[src/rtl/wave_sequencer.sv]
// Tick-driven waveform sequencer: synchronizes an external divided-clock level,
// advances an 8-bit phase once per tick rise and registers a square/saw/triangle sample.
module wave_sequencer #(
    parameter int SYNC_STAGES = 2
) (
    input  logic       clkin,
    input  logic       rst,
    input  logic       tick,
    input  logic [1:0] mode,
    input  logic [7:0] duty,
    output logic [7:0] sample,
    output logic       sample_valid,
    output logic       wrap
);

    typedef enum logic {IDLE, RUN} state_t;

    state_t                 state, state_next;
    logic [SYNC_STAGES-1:0] sync;
    logic                   hist;
    logic                   step;
    logic [7:0]             phase, phase_next;
    logic [1:0]             active_mode, active_mode_next;
    logic [7:0]             active_duty, active_duty_next;
    logic [7:0]             sample_next;
    logic                   valid_next, wrap_next;

    function automatic logic [7:0] wave(input logic [1:0] m, input logic [7:0] d,
                                        input logic [7:0] p);
        logic [7:0] w;
        case (m)
            2'b00:   w = (p < d) ? 8'hFF : 8'h00;
            2'b01:   w = p;
            2'b10:   w = p[7] ? {~p[6:0], 1'b0} : {p[6:0], 1'b0};
            default: w = ~p;
        endcase
        return w;
    endfunction

    // Last sync stage plus one history flop gives a single-cycle rise detect.
    always_ff @(posedge clkin or posedge rst) begin
        if (rst) begin
            sync <= '0;
            hist <= 1'b0;
        end else begin
            sync <= {sync[SYNC_STAGES-2:0], tick};
            hist <= sync[SYNC_STAGES-1];
        end
    end

    assign step = sync[SYNC_STAGES-1] & ~hist;

    always_ff @(posedge clkin or posedge rst) begin
        if (rst) begin
            state        <= IDLE;
            phase        <= 8'h00;
            active_mode  <= 2'b00;
            active_duty  <= 8'h80;
            sample       <= 8'h00;
            sample_valid <= 1'b0;
            wrap         <= 1'b0;
        end else begin
            state        <= state_next;
            phase        <= phase_next;
            active_mode  <= active_mode_next;
            active_duty  <= active_duty_next;
            sample       <= sample_next;
            sample_valid <= valid_next;
            wrap         <= wrap_next;
        end
    end

    always_comb begin
        state_next       = state;
        phase_next       = phase;
        active_mode_next = active_mode;
        active_duty_next = active_duty;
        sample_next      = sample;
        valid_next       = 1'b0;
        wrap_next        = 1'b0;
        if (step) begin
            valid_next = 1'b1;
            case (state)
                IDLE: begin
                    active_mode_next = mode;
                    active_duty_next = duty;
                    phase_next       = 8'h00;
                    sample_next      = wave(mode, duty, 8'h00);
                    state_next       = RUN;
                end
                default: begin
                    phase_next = phase + 8'd1;
                    // Settings only take effect at a period boundary so a cycle is never torn.
                    if (phase == 8'hFF) begin
                        active_mode_next = mode;
                        active_duty_next = duty;
                        wrap_next        = 1'b1;
                        sample_next      = wave(mode, duty, 8'h00);
                    end else begin
                        sample_next = wave(active_mode, active_duty, phase + 8'd1);
                    end
                end
            endcase
        end
    end

endmodule

[config.mk]
export PLATFORM = sky130hd
export DESIGN_NAME = wave_sequencer
export DESIGN_NICKNAME = d
export VERILOG_FILES = /design/src/rtl/wave_sequencer.sv
export SDC_FILE = /design/constraint.sdc
export NUM_CORES = 1
export LEC_CHECK = 0
export CORE_MARGIN = 2
export CORE_UTILIZATION = 55
export CTS_CLUSTER_DIAMETER = 30
export DETAILED_ROUTE_END_ITERATION = 8
export GPL_ROUTABILITY_DRIVEN = 1
export PLACE_DENSITY = 0.82
export SETUP_SLACK_MARGIN = 0.05
export SYNTH_ARGS = -nofsm -noshare
export SYNTH_HDL_FRONTEND = slang
export SYNTH_SLANG_ARGS = --single-unit
[constraint.sdc]
create_clock -name clkin -period 3.1 [get_ports clkin]
set_input_delay 0.775 -clock clkin [delete_from_list [all_inputs] [get_ports clkin]]
set_output_delay 0.775 -clock clkin [all_outputs]
set_load 0.01 [all_outputs]
After elaboration in Yosys (flattened, before gate mapping)
Cells that the tools add are included.
W data, S select, Z words.
{"block": "word_totals", "wordCells": 42, "out_inout_bits": 10, "ff_bits": 32, "in_bits": 13}
{"block": "op_classes", "add_sub_neg": 1, "n_reduce_logical": 4, "magnitude_cmp": 2, "bitwise": 4, "n_eq_ne": 6, "n_mux": 16}
{"op": "$mux W8", "n": 8}
{"op": "$pmux W8 S3", "n": 1}
{"op": "$pmux W8 S2", "n": 1}
{"op": "$add A8 B1 Y8 const B", "n": 1}
{"op": "$eq A8 B8 Y1 const B", "n": 1}
{"op": "$lt A1 B8 Y1 const A", "n": 1}
{"op": "$lt A8 B8 Y1", "n": 1}
{"op": "$not A8 Y8", "n": 1}
{"op": "$not A7 Y7", "n": 1}
{"op": "$eq A2 B1 Y1 const B", "n": 2}
{"op": "$eq A2 B2 Y1 const B", "n": 2}
{"op": "$logic_not A2 Y1", "n": 2}
{"op": "$mux W1", "n": 4}
{"op": "$mux W2", "n": 2}
{"op": "$ne A2 B1 Y1 const B", "n": 1}
{"op": "$reduce_and A2 Y1", "n": 1}
{"op": "$reduce_or A2 Y1", "n": 1}
{"op": "$and A1 B1 Y1", "n": 1}
{"op": "$not A1 Y1", "n": 1}

Longest topological paths before layout
{"block": "depth", "ltp_word": 6, "mapped_depth": 11, "mapped_depth_nobuf": 10}

Worst setup path before layout
No wires, ideal clock.
{"block": "synth_timing", "kind": "register to register", "start": "reg phase[1]", "end": "reg sample[5]", "n_path_buf": 0, "t_required_ns": 2.978, "setup_time_ns": 0.122, "period_less_slack_ns": 2.577, "t_arrival_ns": 2.456, "path_slack_ns": 0.523, "path_stages_with_launch": 11, "path_cell_list": "dfrtp_1 > ha_1 > xor2_1 > ha_1 > o21ai_0 > nand2b_1 > a31oi_1 > maj3_2 > o311ai_4 > nand3_1 > a32o_1"}
{"block": "synth_between", "elab_chain_len": 6}
{"item": "start: declaration", "line": "22", "text": "logic [7:0] phase, phase_next;"}
{"item": "start signal: assignment", "line": "64", "text": "phase <= phase_next;"}
{"item": "$add A8 B1 Y8", "line": "100", "text": "sample_next = wave(active_mode, active_duty, phase + 8'd1);"}
{"item": "$lt A8 B8 Y1 or $not A7 Y7 (tied branches)", "line": "32, 34"}
{"item": "$mux W8, on equally long branches", "line": "32, 34"}
{"item": "$pmux W8 S3", "line": "31", "text": "case (m)"}
{"item": "$mux W8 (*)", "line": "94", "text": "if (phase == 8'hFF) begin"}
{"item": "$mux W8 (*)", "line": "83", "text": "case (state)"}
{"item": "end signal: assignment", "line": "67", "text": "sample <= sample_next;"}
{"item": "end: declaration", "line": "11", "text": "output logic [7:0] sample,"}
Mark *: on every way between the ends. The rest lies on a longest branch, timed or not.
A chain may end at the register's enable or synchronous reset.

Worst setup path after layout
{"block": "layout_timing", "start": "reg phase[0]", "end": "reg sample[1]"}
The elaborated chain is that of the path after synthesis.

==> insert_results.sql <==
INSERT INTO impl_metrics (metric_group, metric, value, unit) VALUES
('hold_path', 'holdCritPathClass', 'flop to flop', ''),
('critical_path', 'r2r_start', 'phase[0]', ''),
('power_and_ir_drop', 'p_per_area', '644', 'nW/um2'),
('critical_path', 'end_kind', 'flop', ''),
('floorplanning', 'initial_core_util', '57.4', '%'),
('routing', 'ant_nets', '0', ''),
('clock_tree', 'ctsHoldBuffers', '0', ''),
('placed_design', 'post_dp_cell_area', '2180', 'um2'),
('critical_path', 'timing.critical_path.max_delay_family', 'compound AO/OA/AOI/OAI gates', ''),
('sta', 'fin_crit_sh', '89.1', '%'),
('floorplanning', 'die_footprint', '4000', 'um2'),
('clock_tree', 'cts_root_buf', 'clkbuf_4', ''),
('power_and_ir_drop', 'p_int', '918', 'uW'),
('floorplanning', 'core.rowCount', '21', ''),
('hold_path', 'hold-path-endpoint', 'sync[1]', ''),
('power_and_ir_drop', 'total_power', '1.44', 'mW'),
('sta', 'finalClockSkew', '0.0124', 'ns'),
('placed_design', 'buffer_ports.inserted', '22', ''),
('floorplanning', 'die_height', '63.2', 'um'),
('critical_path', 'worst-endpoint-arrival', '2.99', 'ns'),
('logic_synthesis', 'cell_types_occupying_the_most_area_after_synthesis', 'dfrtp_1, mux2_2, ha_1', ''),
('clock_tree', 'clock-sinks', '32', ''),
('logic_synthesis', 'synth_sequential_area_ratio', '41.6', '%'),
('sta', 'slew_violations', '0', ''),
('layout', 'fillers', '294', ''),
('power_and_ir_drop', 'power.ir.vdd_worst', '0.000352', 'V'),
('floorplanning', 'die-width', '63.2', 'um'),
('floorplanning', 'coreArea', '3360', 'um2'),
('placed_design', 'gpl.final_weighted_congestion', '0.899', ''),
('power_and_ir_drop', 'switchingPower', '522', 'uW'),
('clock_tree', 'cts-buffers-inserted', '5', ''),
('logic_synthesis', 'synth.avg_cell_area', '9.89', 'um2'),
('grt', 'groute.usage.overall', '22.8', '%'),
('logic_synthesis', 'asyncSetResetFlopFracSynth', '100', '%'),
('clock_tree', 'cts.clk_slew.worst_paths', '0.10', 'ns'),
('placed_design', 'placed_wire_length_estimate', '3030', 'um'),
('routing', 'first_iter_violations', '133', ''),
('clock_tree', 'tritoncts', 'built', ''),
('grt', 'grt_max_degree', '22', ''),
('grt', 'grt_pass1_wl', '7110', 'um'),
('sta', 'grt_setup_unrepaired', 'false', ''),
('critical_path', 'critical-path-top-cell-by-count', 'ha_1', ''),
('power_and_ir_drop', 'clockPowerShare', '16.8', '%'),
('critical_path', 'critical_path_depth', '10', ''),
('floorplanning', 'io-pin-count', '23', ''),
('critical_path', 'crit_path_cell_trace', 'ha_1 > xor2_1 > ha_1 > o21ai_0 > nand2b_1 > a31oi_1 > maj3_2 > o311ai_4 > o2111ai_1 > a22o_1', ''),
('critical_path', 'cp-start-kind', 'flop', ''),
('sta', 'fmaxAchievable', '362', 'MHz'),
('clock_tree', 'clock_latency', '0.33', 'ns'),
('sta', 'tightest_slew', '0.744', 'ns'),
('layout', 'finish.net_count', '234', ''),
('layout', 'n_antenna_cell', '0', ''),
('power_and_ir_drop', 'proportion_of_total_power_due_to_net_switching', '36.2', '%'),
('power_and_ir_drop', 'share_comb_of_total_power', '40.6', '%'),
('critical_path', 'worstPathBufferInverterCount', '0', ''),
('logic_synthesis', 'yosysWarningCount', '0', ''),
('grt', 'antenna_violations_before_repair', '0', ''),
('logic_synthesis', 'yosys.area.top_type_share', '40.2', '%'),
('run_status', 'outcome', 'complete, no violations', ''),
('hold_path', 'hold_depth', '0', ''),
('critical_path', 'cp.required', '3.33', 'ns'),
('sta', 'timing.final.hold_violations', '0', ''),
('layout', 'area.growth.synth_to_final', '16.0', '%'),
('clock_tree', 'cts-root-to-sink-buffers', '2', ''),
('sta', 'fin_setup_tns', '0', 'ns'),
('power_and_ir_drop', 'static_leakage', '0.982', 'nW'),
('critical_path', 'r2r-end', 'sample[1]', ''),
('routing', 'remaining_drc_errors', '0', ''),
('layout', 'post_route_cells_drive_above_1_share', '14.4', '%'),
('routing', 'detailedRoute.firstPassIterationCount', '6', ''),
('logic_synthesis', 'mapped_cell_area', '1930', 'um2');
power by group through the flow:
stage | Combinational (mW) | Sequential [mW] | Clock (mW)
finish | 0.585 | 0.614 | 0.241
global route | 0.648 | 0.629 | 0.272
CTS | 0.583 | 0.610 | 0.250
detailed placement | 0.579 | 0.620 | 0
global placement | 0.559 | 0.610 | 0
floorplan | 0.408 | 0.582 | 0
per-stage QoR:
| step | util (%) | setup WS, ns | instances | hold slack, ns |
|---|---|---|---|---|
| CTS | 66.5 | 0.303 | 261 | 0.358 |
| detailed placement | 64.7 | 0.322 | 253 | 0.338 |
| global route | 66.5 | 0.137 | 261 | 0.371 |
| floorplan | - | 0.523 | 195 | 0.331 |
| global placement | 64.7 | 0.443 | 253 | 0.333 |
| finish | 66.5 | 0.337 | 261 | 0.355 |
how the worst max path moves through the flow:
stage	from	end	slack (ns)
finish	phase[0]	sample[1]	0.34
global placement	phase[0]	sample[5]	0.44
global route	phase[1]	sample[3]	0.14
CTS	phase[0]	sample[1]	0.30
detailed placement	phase[0]	sample[5]	0.32
floorplan	phase[1]	sample[5]	0.52
synthesized netlist by cell type (all sizes together), types with 2 or more instances:
master   count
o2111ai      2
dfrtp       31
a22o         7
nor3         5
a31oi        5
mux2         8
a21o         5
o211ai       4
nor2b        2
clkbuf       6
nand3        8
nand2b       5
ha           7
xor2         8
nand2       23
o221a        2
xnor2        6
nand4        3
nor4         2
nor2         3
a21oi        4
buf          9
inv         11
o21ai        8
sequential cells by signal, summed over array words and instances, names as in the netlist:
name and count:
active_duty 8, phase 8, sample 8, active_mode 2, sync 2, hist 1, sample_valid 1, state 1
wrap 1
per-layer routing:
layer | up-vias | global-route usage [%] | share of wire (%)
met3 | 12 | 4.82 | 6.4
met2 | 60 | 39.1 | 51
li1 | 745 | - | -
met4 | 0 | 7.61 | 1.8
met5 | - | 0 | 0
met1 | 740 | 28.9 | 41
cell usage in the layout (no fill, tap or decap), types with 2 or more instances in the layout:
| cell | count |
|---|---|
| nand2b_1 | 5 |
| o21ai_0 | 7 |
| xor2_1 | 6 |
| a22o_1 | 7 |
| nor3_1 | 5 |
| ha_1 | 7 |
| o2111ai_1 | 2 |
| buf_4 | 5 |
| nor2_1 | 2 |
| clkbuf_1 | 2 |
| nor4_1 | 2 |
| nand4_1 | 3 |
| a21o_1 | 4 |
| o211ai_1 | 4 |
| mux2_2 | 8 |
| a21oi_1 | 4 |
| xnor2_1 | 6 |
| inv_1 | 11 |
| clkdlybuf4s50_1 | 22 |
| dfrtp_1 | 30 |
| a31oi_1 | 5 |
| nand3_1 | 8 |
| nor2b_1 | 2 |
| clkbuf_4 | 5 |
| xor2_2 | 2 |
| nand2_1 | 22 |
what timing repair did:
action	4_1_cts	5_1_grt
endpoints found under the hold margin	0	0
buffers inserted	0	0
setup endpoints to repair	0	3
gates resized for setup	0	1
final cells by class:
type / count / area (um2) / area share (%)
clock buffer: 8 / 58.8 / 2.63
inverter: 12 / 45.0 / 2.01
multi-input combinational: 136 / 1010 / 45.4
sequential: 32 / 803 / 35.9
tap: 46 / 57.6 / 2.57
timing repair buffer: 27 / 258 / 11.5
logic make-up after synthesis:
kind of cell / count (synthesis) / share of synthesized area (%)
AOI/OAI and AO/OA: 49 / 20.0
xor gates and xnor gates: 14 / 7.13
adders and majority gates: 8 / 5.12
buffers and inverters: 27 / 5.84
DFF: 32 / 41.6
muxes: 9 / 5.19
and+or+nand+nor: 56 / 15.2
(Power assumes the default switching activity.)
